File: src/rtl/cache_write_buffer.sv
// Store FIFO draining into the RAM write port with a per-write cache-line invalidate and store-to-load forwarding.
// Latency: a store reaches ram_mem_write two edges after it is accepted. Backpressure: wr_ready drops when full; the head holds until ram_ready.
module cache_write_buffer #(
  parameter int DEPTH = 4,
  parameter int AW    = 10,
  parameter int DW    = 32
) (
  input  logic          clk,
  input  logic          reset,
  input  logic          wr_valid,
  input  logic [AW-1:0] wr_addr,
  input  logic [DW-1:0] wr_data,
  output logic          wr_ready,
  input  logic [AW-1:0] rd_addr,
  output logic          fwd_hit,
  output logic [DW-1:0] fwd_data,
  output logic [AW-1:0] ram_addr,
  output logic [DW-1:0] ram_write_data,
  output logic          ram_mem_write,
  input  logic          ram_ready,
  output logic          inval_valid,
  output logic [AW-3:0] inval_index,
  output logic          empty
);

  localparam int PW = $clog2(DEPTH);

  typedef enum logic {IDLE, ISSUE} state_t;

  state_t        state;
  logic [AW-1:0] addr_mem [DEPTH];
  logic [DW-1:0] data_mem [DEPTH];
  logic [PW-1:0] wr_ptr;
  logic [PW-1:0] rd_ptr;
  logic [PW:0]   count;
  logic [PW:0]   count_next;
  logic [PW-1:0] idx;
  logic          push;
  logic          pop;

  assign wr_ready       = reset && (count != (PW+1)'(DEPTH));
  assign push           = wr_valid && wr_ready;
  assign pop            = (state == ISSUE) && ram_ready;
  assign count_next     = count + (PW+1)'(push) - (PW+1)'(pop);
  assign ram_mem_write  = (state == ISSUE);
  assign ram_addr       = ram_mem_write ? addr_mem[rd_ptr] : '0;
  assign ram_write_data = ram_mem_write ? data_mem[rd_ptr] : '0;
  assign empty          = (count == '0) && (state == IDLE);

  // Walk oldest to youngest so the last match seen is the youngest store.
  always_comb begin
    fwd_hit  = 1'b0;
    fwd_data = '0;
    idx      = '0;
    for (int i = 0; i < DEPTH; i++) begin
      idx = rd_ptr + PW'(i);
      if (((PW+1)'(i) < count) && (addr_mem[idx] == rd_addr)) begin
        fwd_hit  = 1'b1;
        fwd_data = data_mem[idx];
      end
    end
  end

  always_ff @(posedge clk) begin
    if (push) begin
      addr_mem[wr_ptr] <= wr_addr;
      data_mem[wr_ptr] <= wr_data;
    end
  end

  always_ff @(posedge clk) begin
    if (!reset) begin
      wr_ptr      <= '0;
      rd_ptr      <= '0;
      count       <= '0;
      state       <= IDLE;
      inval_valid <= 1'b0;
      inval_index <= '0;
    end else begin
      if (push)
        wr_ptr <= wr_ptr + PW'(1);
      if (pop) begin
        rd_ptr      <= rd_ptr + PW'(1);
        inval_index <= addr_mem[rd_ptr][AW-1:2];
      end
      inval_valid <= pop;
      count       <= count_next;
      case (state)
        IDLE:    if (count != '0) state <= ISSUE;
        ISSUE:   if (pop && (count_next == '0)) state <= IDLE;
        default: state <= IDLE;
      endcase
    end
  end

endmodule

File: config.mk
export PLATFORM = sky130hd
export DESIGN_NAME = cache_write_buffer
export DESIGN_NICKNAME = d
export VERILOG_FILES = /design/src/rtl/cache_write_buffer.sv
export SDC_FILE = /design/constraint.sdc
export NUM_CORES = 1
export LEC_CHECK = 0
export CAP_MARGIN = 20
export CORE_MARGIN = 4
export CORE_UTILIZATION = 62
export DETAILED_ROUTE_END_ITERATION = 16
export PLACE_DENSITY = 0.87
export RECOVER_POWER = 25
export SYNTH_ARGS = -nofsm -noshare
export SYNTH_HDL_FRONTEND = slang
export SYNTH_SLANG_ARGS = --single-unit
File: constraint.sdc
create_clock -name clk -period 7.8 [get_ports clk]
set_input_delay 0.78 -clock clk [delete_from_list [all_inputs] [get_ports clk]]
set_output_delay 0.78 -clock clk [all_outputs]
set_load 0.03 [all_outputs]
==> qor.json, run 1 <==
{
  "timing.rr.start": "ram_mem_write$_SDFF_PN0_",
  "clk_latency_ns": 0.43,
  "ys_top_cells_by_area": "sky130_fd_sc_hd__edfxtp_1 (42%), sky130_fd_sc_hd__mux4_2 (17%), sky130_fd_sc_hd__mux2i_1 (4.5%)",
  "path_common_cell": "sky130_fd_sc_hd__buf_4",
  "first_global_vias": 9057,
  "grt_usage_pct": 28.88,
  "layout-drive-gt1-share_pct": 20.16,
  "library_cell_with_the_highest_instance_count_after_synthesis": "sky130_fd_sc_hd__edfxtp_1",
  "vdd_ir_max_mv": 0.1666,
  "detail-route-antenna-nets": 0,
  "finalWorstPathRequiredPeriod_ns": 5.792,
  "cts_tree": "built",
  "synth_area_mm2": 0.01202,
  "tritoncts_num_sinks": 187,
  "yosysWarningCount": 0,
  "placeableCoreArea_mm2": 0.01889,
  "place.gp.congestion": 0.8623,
  "cts_inserted_buffers": 17,
  "synth.lib_cells_used.distinct": 42,
  "ctsRootBufferMaster": "sky130_fd_sc_hd__clkbuf_16",
  "ctsLongestPathBuffers": 2,
  "synth_async_sr_flop_share_pct": 0,
  "grt_first_pass_wirelength_um": 48800,
  "clk_transition_reported_paths_ns": 0.07,
  "synth_nets": 1059,
  "start_util_pct": 63.62,
  "aggregate_global_routing_overflow": 0,
  "top_level_ports": 143,
  "final-hold-violation-count": 0,
  "fin_skew_ns": 0.007407,
  "required_ns": 7.02,
  "crit_family": "buffers and inverters",
  "fmax_mhz": 172.7,
  "timing.critical_path.slowest_cell_delay_ns": 0.74,
  "max-cap-violations": 0,
  "drt-pass1-iter-count": 6,
  "largest_fanout_on_the_critical_path": 35,
  "max_slew.worst_pin.slew_ns": 1.064,
  "post_cts_hold_buffer_count": 0,
  "design.die.area_mm2": 0.02168,
  "synth.top_cells.by_count": "sky130_fd_sc_hd__edfxtp_1 (168), sky130_fd_sc_hd__nor2_1 (99), sky130_fd_sc_hd__mux4_2 (92), sky130_fd_sc_hd__a21oi_1 (65), sky130_fd_sc_hd__clkbuf_1 (60)",
  "timing.slew.headroom_pct": 29.02,
  "synth_cells": 994,
  "antenna_cells_inserted": 0,
  "cpMaxStageDelayCell": "sky130_fd_sc_hd__dfxtp_4",
  "count_of_buffers_added_by_post_cts_timing_repair_for_setup": 0,
  "holdCritStartpoint": "inval_index[3]$_SDFFE_PN0P_",
  "grt_max_degree": 77,
  "die_height_um": 147.2,
  "r2r-end": "ram_mem_write$_SDFF_PN0_",
  "placementRows": 50,
  "post-dp-hpwl_um": 19380,
  "min_to": "inval_index[3]$_SDFFE_PN0P_",
  "power.density_cell_area_mw_per_mm2": 238.8,
  "run_status": "finished clean",
  "wire_length_per_cell_um": 22.89,
  "finalMaxSlewViolations": 0,
  "min_path_type": "flop to flop",
  "cts_resized": 0,
  "placement.io_buffers": 142,
  "drc": 0,
  "setup_violations": 0,
  "synth_top_area_cell": "sky130_fd_sc_hd__edfxtp_1",
  "finalWirelength_um": 31040,
  "post_syn_area_per_cell_um2": 12.09,
  "synth_ff_type": "sky130_fd_sc_hd__edfxtp_1",
  "ys_seq_area_share_pct": 45.14,
  "die_w_um": 147.2,
  "crit_path_start_kind": "flop",
  "num_vias": 9171,
  "finalSetupTns_ns": 0,
  "synth_enable_flop_cells": 168,
  "design.final.nets": 1148,
  "fin_crit_sh_pct": 74.25,
  "crit_path_end_kind": "output pin",
  "rrSetupSlack_ns": 4.23,
  "htreeDepth": 4,
  "area_delta_synth_final_pct": 17.94,
  "antenna_found_initial": 1,
  "cp_data_arrival_time_ns": 5.01,
  "path_type_of_the_worst_setup_path": "flop to output pin",
  "drt_iter0_drc": 1116,
  "worstRegToRegCells": 11,
  "leak_pwr_nw": 4.463,
  "synth.ff_latch_count": 187,
  "critical_path.cell_chain": "buf_4 > mux2i_1 > xnor2_1 > a21oi_1 > a41o_1 > buf_4 > a2111oi_0 > o21ai_1 > a31oi_1 > clkdlybuf4s50_1",
  "synth_top_cell_area_share_pct": 41.97,
  "worst-path-buf-inv": 3,
  "postLayoutCoreUtil_pct": 75.03,
  "vias_per_cell": 6.763,
  "rsz0062_at_grt": "false",
  "hold-path-cell-count": 2
}
-- worst register-to-register path, delay by kind of cell, from the launching register on --
family / cells / cell delay [ns]
adder cells (fa/ha/maj): 3 / 0.92
buffers and inverters: 5 / 0.91
flip-flops: 1 / 0.93
AND/OR/NAND/NOR: 3 / 0.69
-- routing by layer --
metal	share of wire, %	GRT usage (%)
met4	3.4	10.72
met3	11	5.799
met5	0.029	0
met1	37	37.97
met2	49	48.09
-- kinds of logic (layout without fill, tap and decap cells) --
family | Yosys count | count (layout) | synth area share, %
multiplexers | 182 | 182 | 25.11
buffers and inverters | 132 | 234 | 4.872
XOR/XNOR | 49 | 49 | 3.571
AO/OA/AOI/OAI | 176 | 176 | 8.963
flip-flops | 187 | 187 | 45.14
adder cells (fa/ha/maj) | 9 | 9 | 0.9994
AND/OR/NAND/NOR | 259 | 259 | 11.35
-- flip-flops by register name, summed over array words and instances, names as in the netlist, named ones only --
register / flops
rd_ptr: 2
inval_valid: 1
addr_mem: 40
count: 3
ram_mem_write: 1
wr_ptr: 2
data_mem: 128
inval_index: 8
-- placed cells by master, fill, tap and decap left out, types with 8 or more instances in the layout --
master | synthesis | layout
sky130_fd_sc_hd__a31oi_1 | 32 | 32
sky130_fd_sc_hd__ha_1 | 8 | 8
sky130_fd_sc_hd__xnor2_1 | 28 | 28
sky130_fd_sc_hd__and2_1 | 51 | 51
sky130_fd_sc_hd__buf_4 | 2 | 18
sky130_fd_sc_hd__mux2i_1 | 54 | 54
sky130_fd_sc_hd__o21ai_1 | 31 | 31
sky130_fd_sc_hd__inv_1 | 42 | 42
sky130_fd_sc_hd__nor3_2 | 30 | 31
sky130_fd_sc_hd__dlygate4sd3_1 | 0 | 29
sky130_fd_sc_hd__clkbuf_16 | 0 | 17
sky130_fd_sc_hd__xor2_1 | 21 | 21
sky130_fd_sc_hd__a2111oi_0 | 32 | 32
sky130_fd_sc_hd__nor2_1 | 99 | 99
sky130_fd_sc_hd__clkdlybuf4s50_1 | 0 | 113
sky130_fd_sc_hd__a21oi_1 | 65 | 65
sky130_fd_sc_hd__mux4_2 | 92 | 92
sky130_fd_sc_hd__dfxtp_1 | 19 | 15
sky130_fd_sc_hd__nand2_1 | 52 | 52
sky130_fd_sc_hd__edfxtp_1 | 168 | 168
sky130_fd_sc_hd__mux2_2 | 36 | 36
-- through the flow --
stage | power [mW] | std cells | hold slack [ns] | setup WS (ns) | cell area, um2
5_1_grt | 3.537 | 1356 | 0.4958 | 1.731 | 14170
3_3_place_gp | 2.435 | 1324 | 0.4534 | 2.712 | 13540
2_1_floorplan | 2.103 | 994 | 0.4690 | 3.997 | 12020
4_1_cts | 3.392 | 1356 | 0.4694 | 2.036 | 14170
3_5_place_dp | 2.465 | 1324 | 0.4598 | 2.618 | 13540
6_report | 3.385 | 1356 | 0.4642 | 2.008 | 14170
-- area by class of cell --
type                    instances  area, um2
well taps                     260      325.3
clock buffers                  17      425.4
fillers                      1239       4718
repair buffers                160       1556
inverters                      42      157.7
multi-input cells             675       6063
clock inverters                15      209.0
flip-flops and latches        187       5438
-- worst max path at each step --
| stage | depth (start not counted) | slack (ns) | endpoint | startpoint |
|---|---|---|---|---|
| final | 10 | 2.01 | fwd_data[17] | rd_ptr[0]$_SDFFE_PN0P_ |
| after floorplan | 11 | 4.00 | fwd_data[22] | rd_ptr[0]$_SDFFE_PN0P_ |
| after global routing | 10 | 1.73 | fwd_data[17] | rd_ptr[0]$_SDFFE_PN0P_ |
| after detailed placement | 9 | 2.62 | fwd_data[0] | rd_ptr[0]$_SDFFE_PN0P_ |
| after CTS | 10 | 2.04 | fwd_data[17] | rd_ptr[0]$_SDFFE_PN0P_ |
| after global placement | 9 | 2.71 | fwd_data[22] | rd_ptr[0]$_SDFFE_PN0P_ |
-- power by group --
group	total (mW)	switching [mW]	internal (mW)
sequential	1.29	0.128	1.16
combinational	1.17	0.628	0.541
clock	0.928	0.386	0.542
No activity file was read; power rests on OpenSTA's default activity.
==> run 2: changes to the inputs <==
--- a/config.mk
+++ b/config.mk
@@ -7,9 +7,9 @@
 export LEC_CHECK = 0
 export CAP_MARGIN = 20
 export CORE_MARGIN = 4
-export CORE_UTILIZATION = 62
+export CORE_UTILIZATION = 57
 export DETAILED_ROUTE_END_ITERATION = 16
-export PLACE_DENSITY = 0.87
+export PLACE_DENSITY = 0.81
 export RECOVER_POWER = 25
 export SYNTH_ARGS = -nofsm -noshare
 export SYNTH_HDL_FRONTEND = slang
==> constraint.sdc (replaced) <==
create_clock -name clk -period 5.8 [get_ports clk]
set_input_delay 0.58 -clock clk [delete_from_list [all_inputs] [get_ports clk]]
set_output_delay 0.58 -clock clk [all_outputs]
set_load 0.03 [all_outputs]
==> qor.json, run 2 (synthesis results as in run 1) <==
{
  "run_status": "finished clean",
  "post_cts_hold_buffer_count": 0,
  "finalWorstPathRequiredPeriod_ns": 5.052,
  "clk_transition_reported_paths_ns": 0.07,
  "grt_max_degree": 52,
  "grt_first_pass_wirelength_um": 48610,
  "top_level_ports": 143,
  "first_global_vias": 8907,
  "layout_commonest_cell": "sky130_fd_sc_hd__edfxtp_1",
  "crit_path_end_kind": "output pin",
  "ctsRootBufferMaster": "sky130_fd_sc_hd__clkbuf_16",
  "place.gp.congestion": 0.8092,
  "setup_violations": 0,
  "path_type_of_the_worst_setup_path": "flop to output pin",
  "tritoncts_num_sinks": 187,
  "htreeDepth": 4,
  "crit_path_start_kind": "flop",
  "min_path_type": "flop to flop",
  "ctsLongestPathBuffers": 2,
  "design.final.nets": 1154,
  "num_vias": 8864,
  "drt-pass1-iter-count": 8,
  "cts_inserted_buffers": 17,
  "total_switching_power_mw": 1.549,
  "max-cap-violations": 0,
  "placeableCoreArea_mm2": 0.02049,
  "finalWirelength_um": 30750,
  "detail-route-antenna-nets": 0,
  "area_delta_synth_final_pct": 17.81,
  "placementRows": 52,
  "power_frac_clock_pct": 25.3,
  "start_util_pct": 58.64,
  "leak_pwr_nw": 4.456,
  "cts_resized": 0,
  "power.share.combinational_pct": 35.3,
  "fill_cells": 1495,
  "fin_crit_sh_pct": 87.10,
  "power.internal_mw": 2.851,
  "largest_fanout_on_the_critical_path": 33,
  "drc": 0,
  "power.share.switching_pct": 35.20,
  "biggest_registers_after_layout": "data_mem: 128 flops, addr_mem: 40 flops, inval_index: 8 flops",
  "required_ns": 5.22,
  "postLayoutCoreUtil_pct": 69.09,
  "finalSetupTns_ns": 0,
  "cp_data_arrival_time_ns": 4.47,
  "max_slew.worst_pin.slew_ns": 0.9628,
  "fin_skew_ns": 0.01233,
  "largest_register_ffs": 128,
  "die_w_um": 153.2,
  "wire_length_per_cell_um": 22.38,
  "sequential_share_of_power_pct": 39.5,
  "antenna_found_initial": 3,
  "die_height_um": 153.2,
  "placement.io_buffers": 142,
  "cts_tree": "built",
  "placed_cell_area_mm2": 0.01360,
  "rsz0062_at_grt": "false",
  "vias_per_cell": 6.451,
  "finalMaxSlewViolations": 0,
  "design.die.area_mm2": 0.02347,
  "design_area_mm2": 0.01416,
  "hold-worst-slack_ns": 0.4656,
  "grt_usage_pct": 26.21,
  "drt_iter0_drc": 690,
  "post-dp-hpwl_um": 19690,
  "fmax_mhz": 198.0,
  "final-hold-violation-count": 0,
  "power.total_mw": 4.400,
  "registers.top_by_ff_count": "data_mem",
  "vdd_ir_max_mv": 0.2192,
  "power.density_cell_area_mw_per_mm2": 310.7,
  "count_of_buffers_added_by_post_cts_timing_repair_for_setup": 0,
  "aggregate_global_routing_overflow": 0,
  "layout-drive-gt1-share_pct": 20.69,
  "timing.slew.headroom_pct": 35.82,
  "clk_latency_ns": 0.44,
  "layout.cells.most_common_list": "sky130_fd_sc_hd__edfxtp_1 (168), sky130_fd_sc_hd__clkdlybuf4s50_1 (114), sky130_fd_sc_hd__nor2_1 (99)"
}
[run 2: cell types whose count changed in the layout (fill, tap and decap cells not counted), sizes merged]
| cell | delta |
|---|---|
| diode | +2 |
| inv | +2 |
| clkinv | +2 |
| clkdlybuf4s50 | +1 |
| dlygate4sd3 | -1 |
| bufinv | -4 |
| buf | +6 |
[run 2: layout make-up]
| cell class | count | area, um2 | share of cell area [%] |
|---|---|---|---|
| Multi-Input combinational cell | 675 | 6063 | 42.82 |
| Sequential cell | 187 | 5439 | 38.41 |
| Timing Repair Buffer | 166 | 1602 | 11.31 |
| Antenna cell | 2 | 5.005 | 0.03535 |
| Tap cell | 270 | 337.8 | 2.386 |
| Inverter | 42 | 157.7 | 1.113 |
| Clock buffer | 17 | 425.4 | 3.004 |
| Clock inverter | 15 | 130.1 | 0.9190 |
[run 2: power groups by stage]
stage | Combinational [mW] | Clock, mW | Sequential (mW)
3_5_place_dp | 1.54 | 0 | 1.77
5_1_grt | 1.66 | 1.18 | 1.76
6_report | 1.55 | 1.11 | 1.74
4_1_cts | 1.55 | 1.12 | 1.74
2_1_floorplan | 1.18 | 0 | 1.65
3_3_place_gp | 1.52 | 0 | 1.76
[run 2: metrics by stage]
stage / setup slack [ns] / instances
3_5_place_dp: 1.282 / 1340
2_1_floorplan: 2.197 / 994
6_report: 0.7484 / 1374
4_1_cts: 0.7405 / 1372
5_1_grt: 0.4767 / 1374
3_3_place_gp: 1.421 / 1340
[run 2: per-layer routing]
metal	global-route usage, %	share of wire (%)
met5	0	0.026
met1	33.30	40
met3	5.626	8.0
met2	44.17	49
met4	10.35	2.9
[run 2: final timing paths]
| check | slack (ns) | endpoint | startpoint | depth (start not counted) |
|---|---|---|---|---|
| worst max register to register | 2.44 | ram_mem_write$_SDFF_PN0_ | ram_mem_write$_SDFF_PN0_ | 10 |
| worst max-delay path | 0.75 | fwd_data[6] | flop | 8 |
| worst min register to register | 0.47 | inval_index[0]$_SDFFE_PN0P_ | inval_index[0]$_SDFFE_PN0P_ | 2 |
| worst min-delay path | 0.47 | inval_index[0]$_SDFFE_PN0P_ | inval_index[0]$_SDFFE_PN0P_ | 2 |
[run 2: worst max-delay path, cell delays in order (launching register included)]
cell and delay (ns):
sky130_fd_sc_hd__dfxtp_2 0.97, sky130_fd_sc_hd__mux2i_1 0.18, sky130_fd_sc_hd__mux2_2 0.35, sky130_fd_sc_hd__xor2_1 0.25, sky130_fd_sc_hd__o2111ai_4 0.50, sky130_fd_sc_hd__a2111oi_0 0.63, sky130_fd_sc_hd__o21ai_1 0.13, sky130_fd_sc_hd__a31oi_1 0.27
sky130_fd_sc_hd__clkdlybuf4s50_1 0.72
==> run 3: changes to the inputs <==
--- a/config.mk
+++ b/config.mk
@@ -7,9 +7,9 @@
 export LEC_CHECK = 0
 export CAP_MARGIN = 20
 export CORE_MARGIN = 4
-export CORE_UTILIZATION = 57
+export CORE_UTILIZATION = 35
 export DETAILED_ROUTE_END_ITERATION = 16
-export PLACE_DENSITY = 0.81
+export PLACE_DENSITY = 0.54
 export RECOVER_POWER = 25
 export SYNTH_ARGS = -nofsm -noshare
 export SYNTH_HDL_FRONTEND = slang
==> qor.json, run 3 (synthesis results as in run 1) <==
{
  "drc": 0,
  "critical_path.cell_chain": "mux4_2 > xnor2_1 > nand2_1 > or4_4 > nor3_1 > o21ai_0 > a31oi_1 > clkdlybuf4s50_1",
  "max-cap-violations": 0,
  "start_util_pct": 35.66,
  "aggregate_global_routing_overflow": 0,
  "die_height_um": 193.3,
  "placement.io_buffers": 142,
  "registers.top_by_ff_count": "data_mem",
  "grt_first_pass_wirelength_um": 54190,
  "ctsLongestPathBuffers": 2,
  "first_global_vias": 8743,
  "largest_fanout_on_the_critical_path": 40,
  "crit_path_end_kind": "output pin",
  "clk_transition_reported_paths_ns": 0.07,
  "placed_cell_area_mm2": 0.01379,
  "grt_max_degree": 96,
  "largest_register_ffs": 128,
  "grt_usage_pct": 18.65,
  "final-hold-violation-count": 0,
  "finalWirelength_um": 34950,
  "hold-worst-slack_ns": 0.4705,
  "finalSetupTns_ns": 0,
  "antenna_found_initial": 8,
  "ctsRootBufferMaster": "sky130_fd_sc_hd__clkbuf_16",
  "power.total_mw": 4.474,
  "power.density_cell_area_mw_per_mm2": 311.0,
  "layout.cells.most_common_list": "sky130_fd_sc_hd__edfxtp_1 (168), sky130_fd_sc_hd__clkdlybuf4s50_1 (113), sky130_fd_sc_hd__nor2_1 (99)",
  "postLayoutCoreUtil_pct": 42.69,
  "die_w_um": 193.3,
  "run_status": "finished clean",
  "tritoncts_num_sinks": 187,
  "layout_commonest_cell": "sky130_fd_sc_hd__edfxtp_1",
  "rsz0062_at_grt": "false",
  "placeableCoreArea_mm2": 0.03370,
  "timing.slew.headroom_pct": 35.16,
  "final-instance-count-excl-fill": 1546,
  "post-dp-hpwl_um": 20640,
  "vias_per_cell": 5.610,
  "drt-pass1-iter-count": 5,
  "top_level_ports": 143,
  "placementRows": 67,
  "cts_resized": 0,
  "wire_length_per_cell_um": 22.61,
  "crit_path_start_kind": "flop",
  "detail-route-antenna-nets": 0,
  "worst-path-buf-inv": 1,
  "required_ns": 5.22,
  "area_delta_synth_final_pct": 19.70,
  "placed_cells_incl_taps": 1511,
  "num_vias": 8673,
  "place_worst_setup_slack_ns": 1.187,
  "fin_crit_sh_pct": 87.44,
  "timing.critical_path.slowest_cell_delay_ns": 0.88,
  "cts_inserted_buffers": 17,
  "fmax_mhz": 197.2,
  "min_path_type": "flop to flop",
  "design.die.area_mm2": 0.03737,
  "post_cts_hold_buffer_count": 0,
  "path_type_of_the_worst_setup_path": "flop to output pin",
  "vdd_ir_max_mv": 0.2739,
  "multiInputGateArea_mm2": 0.006075,
  "fill_cells": 3160,
  "crit_family": "simple AND/OR/NAND/NOR gates",
  "ff_latch_area_mm2": 0.005439,
  "max_slew.worst_pin.slew_ns": 0.9726,
  "finalWorstPathRequiredPeriod_ns": 5.071,
  "biggest_registers_after_layout": "data_mem: 128 flops, addr_mem: 40 flops, inval_index: 8 flops",
  "finalMaxSlewViolations": 0,
  "cts_tree": "built",
  "setup_violations": 0,
  "leak_pwr_nw": 4.437,
  "htreeDepth": 4,
  "fin_skew_ns": 0.01202,
  "cp_data_arrival_time_ns": 4.49,
  "clk_latency_ns": 0.46,
  "place.gp.congestion": 0.7756,
  "design.final.nets": 1148,
  "cpMaxStageDelayCell": "sky130_fd_sc_hd__or4_4",
  "drt_iter0_drc": 627,
  "count_of_buffers_added_by_post_cts_timing_repair_for_setup": 0,
  "worst_slack_setup_final_ns": 0.7286,
  "design_area_mm2": 0.01439,
  "layout-drive-gt1-share_pct": 20.07
}
==> run 3: cell count changes in the layout (fill, tap and decap cells not counted), moves of 3 or more <==
cell,previous run,this run
sky130_fd_sc_hd__and3_2,4,1
sky130_fd_sc_hd__and3_4,0,3
sky130_fd_sc_hd__buf_4,24,16
sky130_fd_sc_hd__clkinv_4,4,0
==> run 3: worst paths after layout <==
path                          startpoint                           to  slack (ns)  cells after the start
max reg2reg          count[2]$_SDFF_PN0_     ram_mem_write$_SDFF_PN0_        3.25                     12
min          inval_index[7]$_SDFFE_PN0P_  inval_index[7]$_SDFFE_PN0P_        0.47                      2
max               rd_ptr[0]$_SDFFE_PN0P_                 fwd_data[31]        0.73                      8
min reg2reg  inval_index[7]$_SDFFE_PN0P_  inval_index[7]$_SDFFE_PN0P_        0.47                      2
==> run 3: cell type report <==
class / instances / share of cell area (%)
clock inverter: 14 / 0.9132
antenna: 2 / 0.03479
sequential: 187 / 37.81
multi-input combinational: 675 / 42.22
timing repair buffer: 160 / 11.05
inverter: 42 / 1.096
tap: 448 / 3.896
clock buffer: 18 / 2.983
==> run 3: worst reg2reg max path, cell delays in order, from the launching register on <==
cell                      delay (ns)
sky130_fd_sc_hd__dfxtp_1        0.31
sky130_fd_sc_hd__inv_1          0.15
sky130_fd_sc_hd__o31a_1         0.28
sky130_fd_sc_hd__and2_1         0.23
sky130_fd_sc_hd__inv_1          0.06
sky130_fd_sc_hd__ha_1           0.28
sky130_fd_sc_hd__inv_1          0.05
sky130_fd_sc_hd__ha_1           0.13
sky130_fd_sc_hd__inv_1          0.04
sky130_fd_sc_hd__fa_1           0.50
sky130_fd_sc_hd__inv_1          0.04
sky130_fd_sc_hd__nor4_1         0.27
sky130_fd_sc_hd__nor3b_1        0.08
==> run 3: layer usage <==
layer,share of wire [%],vias to the layer above,GRT usage [%]
met3,6.2,58,4.053
li1,-,3963,-
met5,0.12,-,0
met4,2.6,6,5.927
met2,47,299,29.59
met1,45,4347,25.75
==> run 3: power breakdown <==
group,internal (mW),total [mW],leakage [nW],switching (mW)
logic,0.737,1.64,2.49,0.907
clock network,0.600,1.15,0.267,0.552
registers,1.56,1.68,1.68,0.117
total,2.90,4.47,4.44,1.58
